<file path="src/rtl/printf_dec_pkg.sv">
// printf_dec_pkg: shared FSM states, ASCII constants and widths for the trace line decoder.
package printf_dec_pkg;
    typedef enum logic [3:0] {
        S_HDR, S_PAD, S_DEC, S_IO, S_X, S_SP, S_Y, S_EOL, S_HOLD, S_RESYNC
    } state_t;
    localparam int DEF_CYC_W = 32;
    localparam int ERR_CNT_W = 16;
    localparam logic [7:0] CH_UC = 8'h43;
    localparam logic [7:0] CH_Y = 8'h79;
    localparam logic [7:0] CH_LC = 8'h63;
    localparam logic [7:0] CH_EQ = 8'h3d;
    localparam logic [7:0] CH_I = 8'h69;
    localparam logic [7:0] CH_O = 8'h6f;
    localparam logic [7:0] CH_COL = 8'h3a;
    localparam logic [7:0] CH_SP = 8'h20;
    localparam logic [7:0] CH_CR = 8'h0d;
    localparam logic [7:0] CH_LF = 8'h0a;
    function automatic logic [7:0] hdr_char(input logic [1:0] i);
        return i == 2'd0 ? CH_UC : i == 2'd1 ? CH_Y : i == 2'd2 ? CH_LC : CH_EQ;
    endfunction
    function automatic logic [7:0] io_char(input logic [1:0] i);
        return i == 2'd0 ? CH_I : i == 2'd1 ? CH_O : i == 2'd2 ? CH_COL : CH_SP;
    endfunction
endpackage

</file>
<file path="src/rtl/printf_line_decoder_if.sv">
// printf_line_decoder_if: byte-in / record-out handshake bundle of the trace line decoder.
interface printf_line_decoder_if import printf_dec_pkg::*; #(parameter int CYC_W = DEF_CYC_W);
    logic in_valid;
    logic in_ready;
    logic [7:0] in_data;
    logic out_valid;
    logic out_ready;
    logic [CYC_W-1:0] out_cyc;
    logic [7:0] out_x;
    logic [7:0] out_y;
    logic err;
    logic [ERR_CNT_W-1:0] err_cnt;
    modport master (output in_valid, in_data, out_ready,
                    input in_ready, out_valid, out_cyc, out_x, out_y, err, err_cnt);
    modport slave (input in_valid, in_data, out_ready,
                   output in_ready, out_valid, out_cyc, out_x, out_y, err, err_cnt);
endinterface

</file>
<file path="src/rtl/printf_dec_char.sv">
// printf_dec_char: combinational ASCII classifier returning digit class flags and nibble value.
module printf_dec_char (
    input  logic [7:0] c,
    output logic       is_dec,
    output logic       is_hex,
    output logic       is_space,
    output logic       is_lf,
    output logic       is_cr,
    output logic [3:0] nib
);
    import printf_dec_pkg::*;
    logic is_lo, is_up;
    assign is_dec = c >= 8'h30 && c <= 8'h39;
    assign is_lo = c >= 8'h61 && c <= 8'h66;
    assign is_up = c >= 8'h41 && c <= 8'h46;
    assign is_hex = is_dec || is_lo || is_up;
    assign is_space = c == CH_SP;
    assign is_lf = c == CH_LF;
    assign is_cr = c == CH_CR;
    // 'a'/'A' low nibble is 1, so letters map to low nibble + 9
    assign nib = is_dec ? c[3:0] : c[3:0] + 4'd9;
endmodule

</file>
<file path="src/rtl/printf_line_decoder.sv">
// printf_line_decoder: decodes "Cyc= <dec> io: <hex2> <hex2>\n" trace lines into binary records.
// Define PRINTF_DEC_ERRCNT_EN to build the saturating malformed-line counter; otherwise err_cnt is 0.
module printf_line_decoder import printf_dec_pkg::*; #(
    parameter int CYC_W = DEF_CYC_W
) (
    input logic clk,
    input logic reset_n,
    printf_line_decoder_if.slave bus
);
    state_t state;
    logic [4:0] idx;
    logic [CYC_W-1:0] acc;
    logic [7:0] x, y;
    logic [7:0] c;
    logic is_dec, is_hex, is_space, is_lf, is_cr, fire, ok, ovf;
    logic [3:0] nib;
    logic [CYC_W+3:0] acc_next;

    printf_dec_char u_char (
        .c(c), .is_dec(is_dec), .is_hex(is_hex), .is_space(is_space),
        .is_lf(is_lf), .is_cr(is_cr), .nib(nib)
    );

    assign c = bus.in_data;
    assign bus.in_ready = state != S_HOLD;
    assign fire = bus.in_valid && bus.in_ready;
    // acc*10 + digit with 4 guard bits to catch overflow past CYC_W
    assign acc_next = ({4'b0, acc} << 3) + ({4'b0, acc} << 1) + {{CYC_W{1'b0}}, nib};
    assign ovf = |acc_next[CYC_W+3:CYC_W];

    always_comb begin
        ok = 1'b1;
        case (state)
            S_HDR: ok = c == hdr_char(idx[1:0]);
            S_PAD: ok = is_space || is_dec;
            S_DEC: ok = is_space || (is_dec && !ovf && idx < 5'd20);
            S_IO: ok = c == io_char(idx[1:0]);
            S_X, S_Y: ok = is_hex;
            S_SP: ok = is_space;
            S_EOL: ok = is_cr || is_lf;
            default: ok = 1'b1;
        endcase
    end

    always_ff @(posedge clk or negedge reset_n) begin
        if (!reset_n) begin
            state <= S_HDR;
            idx <= '0;
            acc <= '0;
            x <= '0;
            y <= '0;
            bus.out_valid <= 1'b0;
            bus.out_cyc <= '0;
            bus.out_x <= '0;
            bus.out_y <= '0;
            bus.err <= 1'b0;
        end else begin
            bus.err <= 1'b0;
            if (bus.out_valid && bus.out_ready) begin
                bus.out_valid <= 1'b0;
                state <= S_HDR;
                acc <= '0;
                idx <= '0;
            end else if (fire && !ok) begin
                bus.err <= 1'b1;
                state <= is_lf ? S_HDR : S_RESYNC;
                acc <= '0;
                idx <= '0;
            end else if (fire) begin
                case (state)
                    S_HDR: begin
                        idx <= idx == 5'd3 ? 5'd0 : idx + 5'd1;
                        if (idx == 5'd3) state <= S_PAD;
                    end
                    S_PAD: if (is_dec) begin
                        state <= S_DEC;
                        acc <= {{(CYC_W-4){1'b0}}, nib};
                        idx <= 5'd1;
                    end
                    S_DEC: if (is_space) begin
                        state <= S_IO;
                        idx <= '0;
                    end else begin
                        acc <= acc_next[CYC_W-1:0];
                        idx <= idx + 5'd1;
                    end
                    S_IO: begin
                        idx <= idx == 5'd3 ? 5'd0 : idx + 5'd1;
                        if (idx == 5'd3) state <= S_X;
                    end
                    S_X: begin
                        x <= {x[3:0], nib};
                        idx <= idx == 5'd1 ? 5'd0 : idx + 5'd1;
                        if (idx == 5'd1) state <= S_SP;
                    end
                    S_SP: state <= S_Y;
                    S_Y: begin
                        y <= {y[3:0], nib};
                        idx <= idx == 5'd1 ? 5'd0 : idx + 5'd1;
                        if (idx == 5'd1) state <= S_EOL;
                    end
                    S_EOL: if (is_lf) begin
                        state <= S_HOLD;
                        bus.out_valid <= 1'b1;
                        bus.out_cyc <= acc;
                        bus.out_x <= x;
                        bus.out_y <= y;
                    end
                    S_RESYNC: if (is_lf) state <= S_HDR;
                    default: ;
                endcase
            end
        end
    end

`ifdef PRINTF_DEC_ERRCNT_EN
    always_ff @(posedge clk or negedge reset_n) begin
        if (!reset_n) bus.err_cnt <= '0;
        else if (bus.err && bus.err_cnt != '1) bus.err_cnt <= bus.err_cnt + 1'b1;
    end
`else
    assign bus.err_cnt = '0;
`endif
endmodule

</file>
<file path="src/flat_wrapper.sv">
// flat-port wrapper written by rule: the top's interface ports become plain ports
module printf_line_decoder_flat import printf_dec_pkg::*;
#(
    parameter int CYC_W = DEF_CYC_W
)
  (clk, reset_n, bus_in_valid, bus_in_data, bus_out_ready, bus_in_ready, bus_out_valid, bus_out_cyc, bus_out_x, bus_out_y, bus_err, bus_err_cnt);
  printf_line_decoder_if #(.CYC_W(CYC_W)) bus_i ();
  input logic clk;
  input logic reset_n;
  input wire logic [$bits(bus_i.in_valid)-1:0] bus_in_valid;
  input wire logic [$bits(bus_i.in_data)-1:0] bus_in_data;
  input wire logic [$bits(bus_i.out_ready)-1:0] bus_out_ready;
  output wire logic [$bits(bus_i.in_ready)-1:0] bus_in_ready;
  output wire logic [$bits(bus_i.out_valid)-1:0] bus_out_valid;
  output wire logic [$bits(bus_i.out_cyc)-1:0] bus_out_cyc;
  output wire logic [$bits(bus_i.out_x)-1:0] bus_out_x;
  output wire logic [$bits(bus_i.out_y)-1:0] bus_out_y;
  output wire logic [$bits(bus_i.err)-1:0] bus_err;
  output wire logic [$bits(bus_i.err_cnt)-1:0] bus_err_cnt;
  assign bus_i.in_valid = bus_in_valid;
  assign bus_i.in_data = bus_in_data;
  assign bus_i.out_ready = bus_out_ready;
  assign bus_in_ready = bus_i.in_ready;
  assign bus_out_valid = bus_i.out_valid;
  assign bus_out_cyc = bus_i.out_cyc;
  assign bus_out_x = bus_i.out_x;
  assign bus_out_y = bus_i.out_y;
  assign bus_err = bus_i.err;
  assign bus_err_cnt = bus_i.err_cnt;
  printf_line_decoder #(.CYC_W(CYC_W)) u_core (.clk(clk), .reset_n(reset_n), .bus(bus_i));
endmodule
</file>
<file path="config.mk">
export PLATFORM = sky130hd
export DESIGN_NAME = printf_line_decoder_flat
export DESIGN_NICKNAME = d
export VERILOG_FILES = /design/src/rtl/printf_dec_pkg.sv /design/src/rtl/printf_line_decoder_if.sv /design/src/rtl/printf_dec_char.sv /design/src/rtl/printf_line_decoder.sv /design/src/flat_wrapper.sv
export SDC_FILE = /design/constraint.sdc
export NUM_CORES = 1
export LEC_CHECK = 0
export BUFFER_PORTS_ARGS = -buffer_cell sky130_fd_sc_hd__buf_2
export CORE_ASPECT_RATIO = 1.25
export CORE_MARGIN = 3
export CORE_UTILIZATION = 56
export CTS_CLUSTER_DIAMETER = 150
export DETAILED_ROUTE_END_ITERATION = 8
export PLACE_DENSITY = 0.81
export SKIP_CTS_REPAIR_TIMING = 1
export SLEW_MARGIN = 20
export SYNTH_ARGS = -nofsm -noshare
export SYNTH_HDL_FRONTEND = slang
export SYNTH_SLANG_ARGS = --single-unit
</file>
<file path="constraint.sdc">
create_clock -name clk -period 5 [get_ports clk]
set_clock_uncertainty 0.2 [all_clocks]
set_input_delay 1 -clock clk [delete_from_list [all_inputs] [get_ports clk]]
set_output_delay 1 -clock clk [all_outputs]
set_load 0.05 [all_outputs]
</file>
Yosys cells after proc, flatten, opt, wreduce, memory -nomap -nowiden
Index checks and enable logic that the tools add are counted.
{"block": "totals", "ff_bits": 107, "in_bits": 12}
{"block": "classes", "n_addsub": 4, "magnitude_cmp": 7, "eq_ne": 28, "muxes": 42, "bitwise_logic": 2, "reduce_logical": 34}
{"op": "2-to-1 mux 32 bit", "n": 5}
{"op": "case mux 32 bit (2 select lines)", "n": 1}
{"op": "2-to-1 mux 4 bit", "n": 13}
{"op": "2-to-1 mux 5 bit", "n": 8}
{"op": "adder 35 x 33 -> 36 bit", "n": 1}
{"op": "adder 36 x 4 -> 36 bit", "n": 1}
{"op": "case mux 4 bit (9 select lines)", "n": 1}
{"op": "2-to-1 mux 8 bit", "n": 4}
{"op": "inequality test 4 x 1 -> 1 bit, second input constant", "n": 8}
{"op": "case mux 5 bit (4 select lines)", "n": 1}
{"op": "equality test 4 x 3 -> 1 bit, second input constant", "n": 4}
{"op": "equality test 8 x 4 -> 1 bit, second input constant", "n": 2}
{"op": "equality test 8 bit", "n": 2}
{"op": ">= comparator 8 x 7 -> 1 bit, second input constant", "n": 2}
{"op": "less-or-equal comparator 8 x 7 -> 1 bit, second input constant", "n": 2}
{"op": "AND reduction 4 bit", "n": 4}
{"op": "nonzero test 11 bit", "n": 1}
{"op": "AND reduction 10 bit", "n": 1}
{"op": "equality test 4 x 2 -> 1 bit, second input constant", "n": 2}
{"op": "equality test 8 x 6 -> 1 bit, second input constant", "n": 1}
{"op": ">= comparator 8 x 6 -> 1 bit, second input constant", "n": 1}
{"op": "less-or-equal comparator 8 x 6 -> 1 bit, second input constant", "n": 1}
{"op": "logical AND 1 bit", "n": 8}
{"op": "inequality test 4 bit, second input constant", "n": 2}
{"op": "26 further kinds", "n": 41}

Longest topological paths before layout
Gate-level depths: netlist (run 1).
{"block": "depth", "depth_word": 14, "ltp_mapped": 24}

Cells and area by module
A second synthesis (run 1) with hierarchy kept.
{"block": "unflattened", "hier_cells": 751, "hier_area_um2": 7382.1}
{"mod": "printf_line_decoder", "n_inst": 1, "cells_each": 719, "area_per_inst_um2": 7104.3}
{"mod": "printf_dec_char", "n_inst": 1, "cells_each": 32, "area_per_inst_um2": 277.8}

Worst setup path after synthesis (run 1)
Ideal clock, no wire load.
{"block": "synth_timing", "path_kind": "input to register", "from": "input bus_in_data[2]", "to": "register u_core.bus.out_cyc[10]", "setup_time_ns": 0.125, "arrival_time_ns": 5.737, "path_slack_ns": -1.062, "cell_stages": 21, "cell_sequence": "clkbuf_1 > o21bai_1 > a21oi_1 > and2_1 > clkbuf_1 > a31oi_1 > xor2_1 > fa_1 > ha_1 > a211oi_2 > o21ai_1 > o21ai_0 > o221ai_2 > or4_1 > and2_4 > o311a_4 > or4_1 > clkbuf_2 > buf_6 > buf_6 > mux2_4"}
{"block": "synth_between", "elab_chain_len": 14, "elab_cells_between_ends": 31}
{"item": "start, declared", "line": "flat_wrapper.sv:11", "source": "input wire logic [$bits(bus_i.in_data)-1:0] bus_in_data;"}
{"item": ">= comparator 8 x 6 -> 1 bit or less-or-equal comparator 8 x 6 -> 1 bit (tied branches)", "line": "printf_dec_char.sv:13", "source": "assign is_dec = c >= 8'h30 && c <= 8'h39;"}
{"item": "logical AND 1 bit", "line": "printf_dec_char.sv:13"}
{"item": "2-to-1 mux 4 bit *", "line": "printf_dec_char.sv:21", "source": "assign nib = is_dec ? c[3:0] : c[3:0] + 4'd9;"}
{"item": "net u_core.nib[3]", "line": "printf_line_decoder.sv:16", "source": "logic [3:0] nib;"}
{"item": "adder 36 x 4 -> 36 bit *", "line": "printf_line_decoder.sv:28", "source": "assign acc_next = ({4'b0, acc} << 3) + ({4'b0, acc} << 1) + {{CYC_W{1'b0}}, nib};"}
{"item": "OR reduction 4 bit *", "line": "printf_line_decoder.sv:29", "source": "assign ovf = |acc_next[CYC_W+3:CYC_W];"}
{"item": "zero test 1 bit *", "line": "printf_line_decoder.sv:36", "source": "S_DEC: ok = is_space || (is_dec && !ovf && idx < 5'd20);"}
{"item": "logical AND 1 bit * (2 in a row)", "line": "printf_line_decoder.sv:36"}
{"item": "logical OR 1 bit *", "line": "printf_line_decoder.sv:36"}
{"item": "case mux 1 bit (7 select lines) *", "line": "printf_line_decoder.sv:33", "source": "case (state)"}
{"item": "zero test 1 bit *", "line": "printf_line_decoder.sv:64", "source": "end else if (fire && !ok) begin"}
{"item": "logical AND 1 bit *", "line": "printf_line_decoder.sv:64"}
{"item": "inverter 1 bit (no line) *"}
{"item": "AND reduction 5 bit (no line) *"}
{"item": "end signal, assigned", "line": "printf_line_decoder.sv:53", "source": "bus.out_cyc <= '0;"}
{"item": "end signal, assigned", "line": "printf_line_decoder.sv:105", "source": "bus.out_cyc <= acc;"}
{"item": "end, declared", "line": "printf_line_decoder_if.sv:16", "source": "output in_ready, out_valid, out_cyc, out_x, out_y, err, err_cnt);"}
The timed path passes the listed nets; every way through them passes the cells marked *.
A chain may end at the register's enable or synchronous reset.

Worst setup path after layout (run 1)
{"block": "layout_timing", "from": "input bus_in_data[1]", "to": "register u_core.bus.out_cyc[14]"}
The elaborated chain is that of the path after synthesis.

==> impl_metrics.ini, run 1 <==
[clock_tree]
htree_levels = 3
cts_tree = done
path_clk_slew_ps = 80
insertion_delay_ps = 360
clockBufferDepth = 2
numCtsBuffers = 9
cts_sinks = 107
ctsRootBufferMaster = clkbuf_16

[run_status]
outcome = finished, violations left
failed_checks = negative setup slack

[finish]
fillers = 914
final_core_util = 0.687
drive_gt1_frac = 0.318
final_nets = 902
fin_area_um2 = 8820
area_growth_pct = 19.2
diodes = 0

[sta]
fin_crit_ps = 5580
tns_ps = -33630
fin_ws_ps = -582
maxSlewHeadroom = 0.366
slew_violations = 0
setup_viol = 102
fin_hold_ws_ps = 304
timing.fmax_mhz = 179
post-route-period-util = 1.12
worstMarginPinSlew_ps = 951
rsz0062_at_grt = true
hold_viol_final = 0

[worst_setup_path]
r2r-start = u_core.acc[0]$_DFFE_PN0P_
reg2reg_to = u_core.bus.out_cyc[14]$_DFFE_PN0P_
crit_type = in -> reg
endpoint = u_core.bus.out_cyc[14]$_DFFE_PN0P_
critPathLaunch = bus_in_data[1]
cpMostUsedCell = nand2b_4
r2r.worst_path.cells = 13
critPathCaptureType = register
critPathSlowestCell = or4_4
start_kind = input port
worstPathCellList = buf_12 > inv_12 > ha_4 > o21bai_4 > a21oi_2 > and2_4 > buf_6 > nand2b_4 > xnor2_2 > ha_1 > ha_2 > inv_2 > fa_2 > nand2b_4 > a21oi_4 > o211a_1 > o21a_1 > o211ai_1 > a21o_1 > o311a_4 > or4_4 > clkbuf_16 > mux2_4
slowest_delay_ps = 650
arrival_ps = 5620
r2r_slack_ps = 590
cp.required_ps = 5040
path_max_fanout = 6

[synth]
syn_area_um2 = 7400
ys.warnings.count = 0
synth-async-reset-ratio = 1.00
ys_ff_latch = 107
syn_inst = 715
synth.most_common_cell = dfrtp_1
yosysTopAreaCellShare = 0.362
synthDistinctLibCells = 75
avgSynthCellArea_um2 = 10.3
synth_seq_area_share = 0.362
synth_ff_type = dfrtp_1
synth_edf_count = 0
synth_area_leader_cell = dfrtp_1
synth_area_leaders = dfrtp_1 36%, ha_1 13%, mux2_2 8.5%
synth_commonest_cells = 107 x dfrtp_1, 75 x ha_1, 56 x mux2_2

[global_route]
gr-usage-all-layers = 0.243
gr-total-overflow = 0
antenna_found_initial = 0
grt_pass1_vias = 6139
grt_pass1_wl_um = 28900
grt_max_degree = 75

[placed_design]
portBuffers = 62
dp_hpwl_um = 13100
pre_cts_slack_ps = -1200
post_dp_cell_area_um2 = 8080
place_congestion = 0.953

[routing]
via_per_inst = 6.15
drt-total-wl_um = 18700
detailedRoute.firstPassIterationCount = 5
drcViolationCount = 0
drt_iter0_drc = 353
final_antenna_net_count = 0
post_drt_wl_per_cell_um = 18.9
vias = 6059

[power_and_ir_drop]
swShare = 0.397
clockPowerShare = 0.238
pwr-share-comb = 0.404
p_int_uw = 1870
p_per_area_nw_per_um2 = 351
ir_worst_vdd_v = 0.000230
seqPwrFrac = 0.358
p_sw_uw = 1230
leakagePower_uw = 0.00453

[worst_hold_path]
hold_path.class = reg -> reg

[floorplanning]
rows = 46
fp.dieW_um = 109
io_pins = 79
initial_core_util = 0.576
fp.dieH_um = 135
core_area_um2 = 12800
die-area_um2 = 14600

[flow_run]
drv_cap = 0
-- flip-flops by register name (all words and copies together), names as in the netlist --
signal	cells
u_core.y	8
u_core.bus.out_valid	1
u_core.bus.out_cyc	32
u_core.state	4
u_core.bus.out_y	8
u_core.x	8
u_core.idx	5
u_core.bus.out_x	8
u_core.bus.err	1
u_core.acc	32
-- metrics by stage --
step,cells,total power (uW)
after CTS,973,2960
final,986,3100
after detailed placement,957,2220
after global routing,986,3280
after floorplan,730,1910
after global placement,957,2170
-- per-layer routing --
layer / routed length, um / vias to the layer above / global-route usage
met4: 507 / 0 / 0.0961
li1: - / 2810 / -
met3: 674 / 54 / 0.0363
met5: 0 / - / 0
met2: 10100 / 170 / 0.454
met1: 7390 / 3025 / 0.272
-- placed cells by master, fill, tap and decap left out, types with 4 or more instances in the layout --
master / synthesis / routed
mux2_2: 56 / 40
nor3_1: 10 / 10
a21o_1: 6 / 6
nand2b_1: 12 / 10
dfrtp_1: 107 / 107
a21oi_1: 44 / 41
o21ai_0: 41 / 36
a21oi_2: 6 / 8
buf_2: 8 / 59
buf_4: 16 / 46
a221oi_1: 4 / 4
o21ai_1: 7 / 10
nand4_1: 12 / 12
conb_1: 1 / 16
nand3_1: 8 / 8
inv_1: 20 / 16
mux2i_1: 5 / 5
ha_1: 75 / 71
nor4_1: 4 / 4
nand2_1: 48 / 48
nor2_1: 35 / 34
buf_12: 0 / 4
and3_1: 5 / 5
o211ai_1: 7 / 7
and2_1: 5 / 4
xor2_1: 12 / 11
clkbuf_16: 0 / 12
buf_6: 8 / 8
a22o_1: 31 / 31
xnor2_1: 23 / 21
mux2_4: 9 / 25
nor2b_1: 4 / 4
-- worst min path at each step --
stage,start,to,cells past startpoint
5_1_grt,u_core.bus.out_cyc[4]$_DFFE_PN0P_,u_core.bus.out_cyc[4]$_DFFE_PN0P_,1
2_1_floorplan,u_core.x[7]$_DFFE_PN0P_,u_core.bus.out_x[7]$_DFFE_PN0P_,1
3_3_place_gp,u_core.bus.out_valid$_DFFE_PN0P_,u_core.bus.err$_DFF_PN0_,1
3_5_place_dp,u_core.bus.out_cyc[31]$_DFFE_PN0P_,u_core.bus.out_cyc[31]$_DFFE_PN0P_,1
4_1_cts,u_core.bus.out_cyc[4]$_DFFE_PN0P_,u_core.bus.out_cyc[4]$_DFFE_PN0P_,1
6_report,u_core.bus.out_cyc[4]$_DFFE_PN0P_,u_core.bus.out_cyc[4]$_DFFE_PN0P_,1
-- worst max-delay path: cells and delay by family --
family,cells,cell delay [ps]
multiplexers,1,290
AO/OA/AOI/OAI,8,1490
buffers and inverters,5,500
AND/OR/NAND/NOR,4,1130
adder cells (fa/ha/maj),4,1010
XOR/XNOR,1,160
-- cells by family (layout without fill, tap and decap cells) --
group	count (synthesis)	after routing	synth area share
simple gates	166	166	0.118
other cells	1	16	0.000507
buf+inv	68	156	0.0523
xor+xnor	35	35	0.0414
compound gates	191	191	0.183
fa+ha+maj	77	77	0.132
mux	70	70	0.110
flops	107	107	0.362
-- cell type report --
type / instances / area [um^2] / area share
clock inverter: 7 / 88.8 / 0.0101
multi-input combinational: 555 / 4640 / 0.526
clock buffer: 9 / 225 / 0.0255
sequential: 107 / 2680 / 0.304
tap: 168 / 210 / 0.0238
inverter: 20 / 92.6 / 0.0105
timing repair buffer: 120 / 886 / 0.100
-- power groups by stage --
stage / clock (uW) / combinational, uW / sequential (uW)
6_report: 737 / 1250 / 1110
5_1_grt: 783 / 1370 / 1130
4_1_cts: 750 / 1110 / 1100
3_5_place_dp: 0 / 1110 / 1120
3_3_place_gp: 0 / 1060 / 1110
2_1_floorplan: 0 / 836 / 1070
(Power assumes the default switching activity.)
==> run 2: changes to the inputs <==
==> constraint.sdc (replaced) <==
create_clock -name clk -period 5 [get_ports clk]
set_clock_uncertainty 0.2 [all_clocks]
set_input_delay 0.5 -clock clk [delete_from_list [all_inputs] [get_ports clk]]
set_output_delay 0.5 -clock clk [all_outputs]
set_load 0.05 [all_outputs]
==> run 2 against run 1 <==
Against the previous run: the flow still finishes with violations (negative setup slack); clock-buffer cell count is the same; register-to-register slack lost 80 ps; worst hold slack lost 170 ps; fmax grew 11%; clock power is essentially flat; largest power group unchanged.
==> impl_metrics.ini, run 2 (synthesized netlist as in run 1, its figures left out) <==
[run_status]
outcome = finished, violations left
failed_checks = negative setup slack

[floorplanning]
die-area_um2 = 14600
fp.dieW_um = 109
core_area_um2 = 12800
io_pins = 79
fp.dieH_um = 135
rows = 46
initial_core_util = 0.576

[power_and_ir_drop]
ir_worst_vdd_v = 0.000220
clockPowerShare = 0.243
power_uw = 3040
leakagePower_uw = 0.00444
p_int_uw = 1820
p_per_area_nw_per_um2 = 353
p_sw_uw = 1220
seqPwrFrac = 0.367
swShare = 0.400
pwr-share-comb = 0.390

[sta]
tns_ps = -854
slew_violations = 0
fin_hold_ws_ps = 134
worstMarginPinSlew_ps = 762
fin_crit_ps = 5040
timing.fmax_mhz = 198
post-route-period-util = 1.01
rsz0062_at_grt = true
maxSlewHeadroom = 0.492
setup_viol = 43
hold_viol_final = 0
fin_ws_ps = -43.6

[finish]
area_growth_pct = 16.5
drive_gt1_frac = 0.303
final_cell_mix = 107 x dfrtp_1, 71 x ha_1, 59 x buf_2, 56 x mux2_2, 48 x nand2_1
biggestRegsByFlops = u_core.acc (32), u_core.bus.out_cyc (32)
final_nets = 893
diodes = 0
fin_area_um2 = 8620
layout_commonest_cell = dfrtp_1

[worst_setup_path]
critPathCaptureType = register
path_max_fanout = 6
crit_type = in -> reg
cp.required_ps = 5040
start_kind = input port
arrival_ps = 5090

[routing]
drt-total-wl_um = 18200
drcViolationCount = 0
post_drt_wl_per_cell_um = 18.7
drt_iter0_drc = 287
final_antenna_net_count = 0
detailedRoute.firstPassIterationCount = 5
via_per_inst = 6.13
vias = 5986

[clock_tree]
path_clk_slew_ps = 80
ctsRootBufferMaster = clkbuf_16
numCtsBuffers = 9
htree_levels = 3
cts_sinks = 107
cts_tree = done
insertion_delay_ps = 370
clockBufferDepth = 2

[placed_design]
dp_hpwl_um = 13100
portBuffers = 62
place_congestion = 0.893
post_dp_cell_area_um2 = 8040

[global_route]
antenna_found_initial = 0
grt_pass1_wl_um = 28700
grt_pass1_vias = 5904
grt_max_degree = 62
gr-usage-all-layers = 0.244
gr-total-overflow = 0

[worst_hold_path]
hold_path.class = in -> reg

[flow_run]
drv_cap = 0
-- run 2: layout make-up --
cell class,count,area (um^2)
clock inverter,7,93.8
clock buffer,9,225
inverter,20,90.1
multi-input combinational,555,4540
sequential,107,2680
tap,168,210
timing repair buffer,111,779
fill,968,4220
-- run 2: worst max-delay path, stage by stage --
cell and delay [ps]:
buf_8 90, inv_4 40, ha_4 150, o21bai_1 170, a21oi_2 80, and2_4 170, buf_6 120, nand2b_4 140
xnor2_2 140, ha_1 300, ha_2 180, inv_2 40, fa_2 390, nand2b_4 170, a21oi_4 160, o211a_1 190
o21a_1 170, o211ai_1 140, a21o_1 230, o311a_4 390, or4_4 630, clkbuf_16 210, mux2_4 290
-- run 2: metrics by stage --
step	setup WS [ps]	std cells	utilization
CTS	-365	967	0.651
global route	-156	977	0.671
global placement	-576	951	0.626
floorplan	-365	730	-
finish	-43.6	977	0.671
detailed placement	-709	951	0.626
-- run 2: path summary, 6_finish.rpt --
kind                                                           end  cells after the start  slack [ps]                            start
worst max-delay path            u_core.bus.out_cyc[14]$_DFFE_PN0P_                     23         -40                   bus_in_data[0]
worst min-delay path                      u_core.bus.err$_DFF_PN0_                      2         130                    bus_out_ready
worst max register to register  u_core.bus.out_cyc[14]$_DFFE_PN0P_                     13         510       u_core.acc[11]$_DFFE_PN0P_
worst min register to register     u_core.bus.out_y[1]$_DFFE_PN0P_                      1         310  u_core.bus.out_y[1]$_DFFE_PN0P_
max in group asynchronous                  u_core.x[0]$_DFFE_PN0P_                      3        2960                          reset_n
min in group asynchronous               u_core.acc[11]$_DFFE_PN0P_                      2         470                          reset_n
-- run 2: metal layers --
metal / global-route usage / part of all wire / up-vias / wire length [um]
met5: 0 / 0 / - / 0
li1: - / - / 2793 / -
met3: 0.0383 / 0.040 / 58 / 726
met2: 0.443 / 0.54 / 169 / 9830
met1: 0.289 / 0.39 / 2966 / 7020
met4: 0.0891 / 0.036 / 0 / 653
-- run 2: power groups by stage --
stage	Clock [uW]	Sequential, uW	Combinational [uW]
3_3_place_gp	0	1120	1050
4_1_cts	749	1110	1100
2_1_floorplan	0	1070	830
3_5_place_dp	0	1130	1090
6_report	740	1110	1190
5_1_grt	790	1130	1310
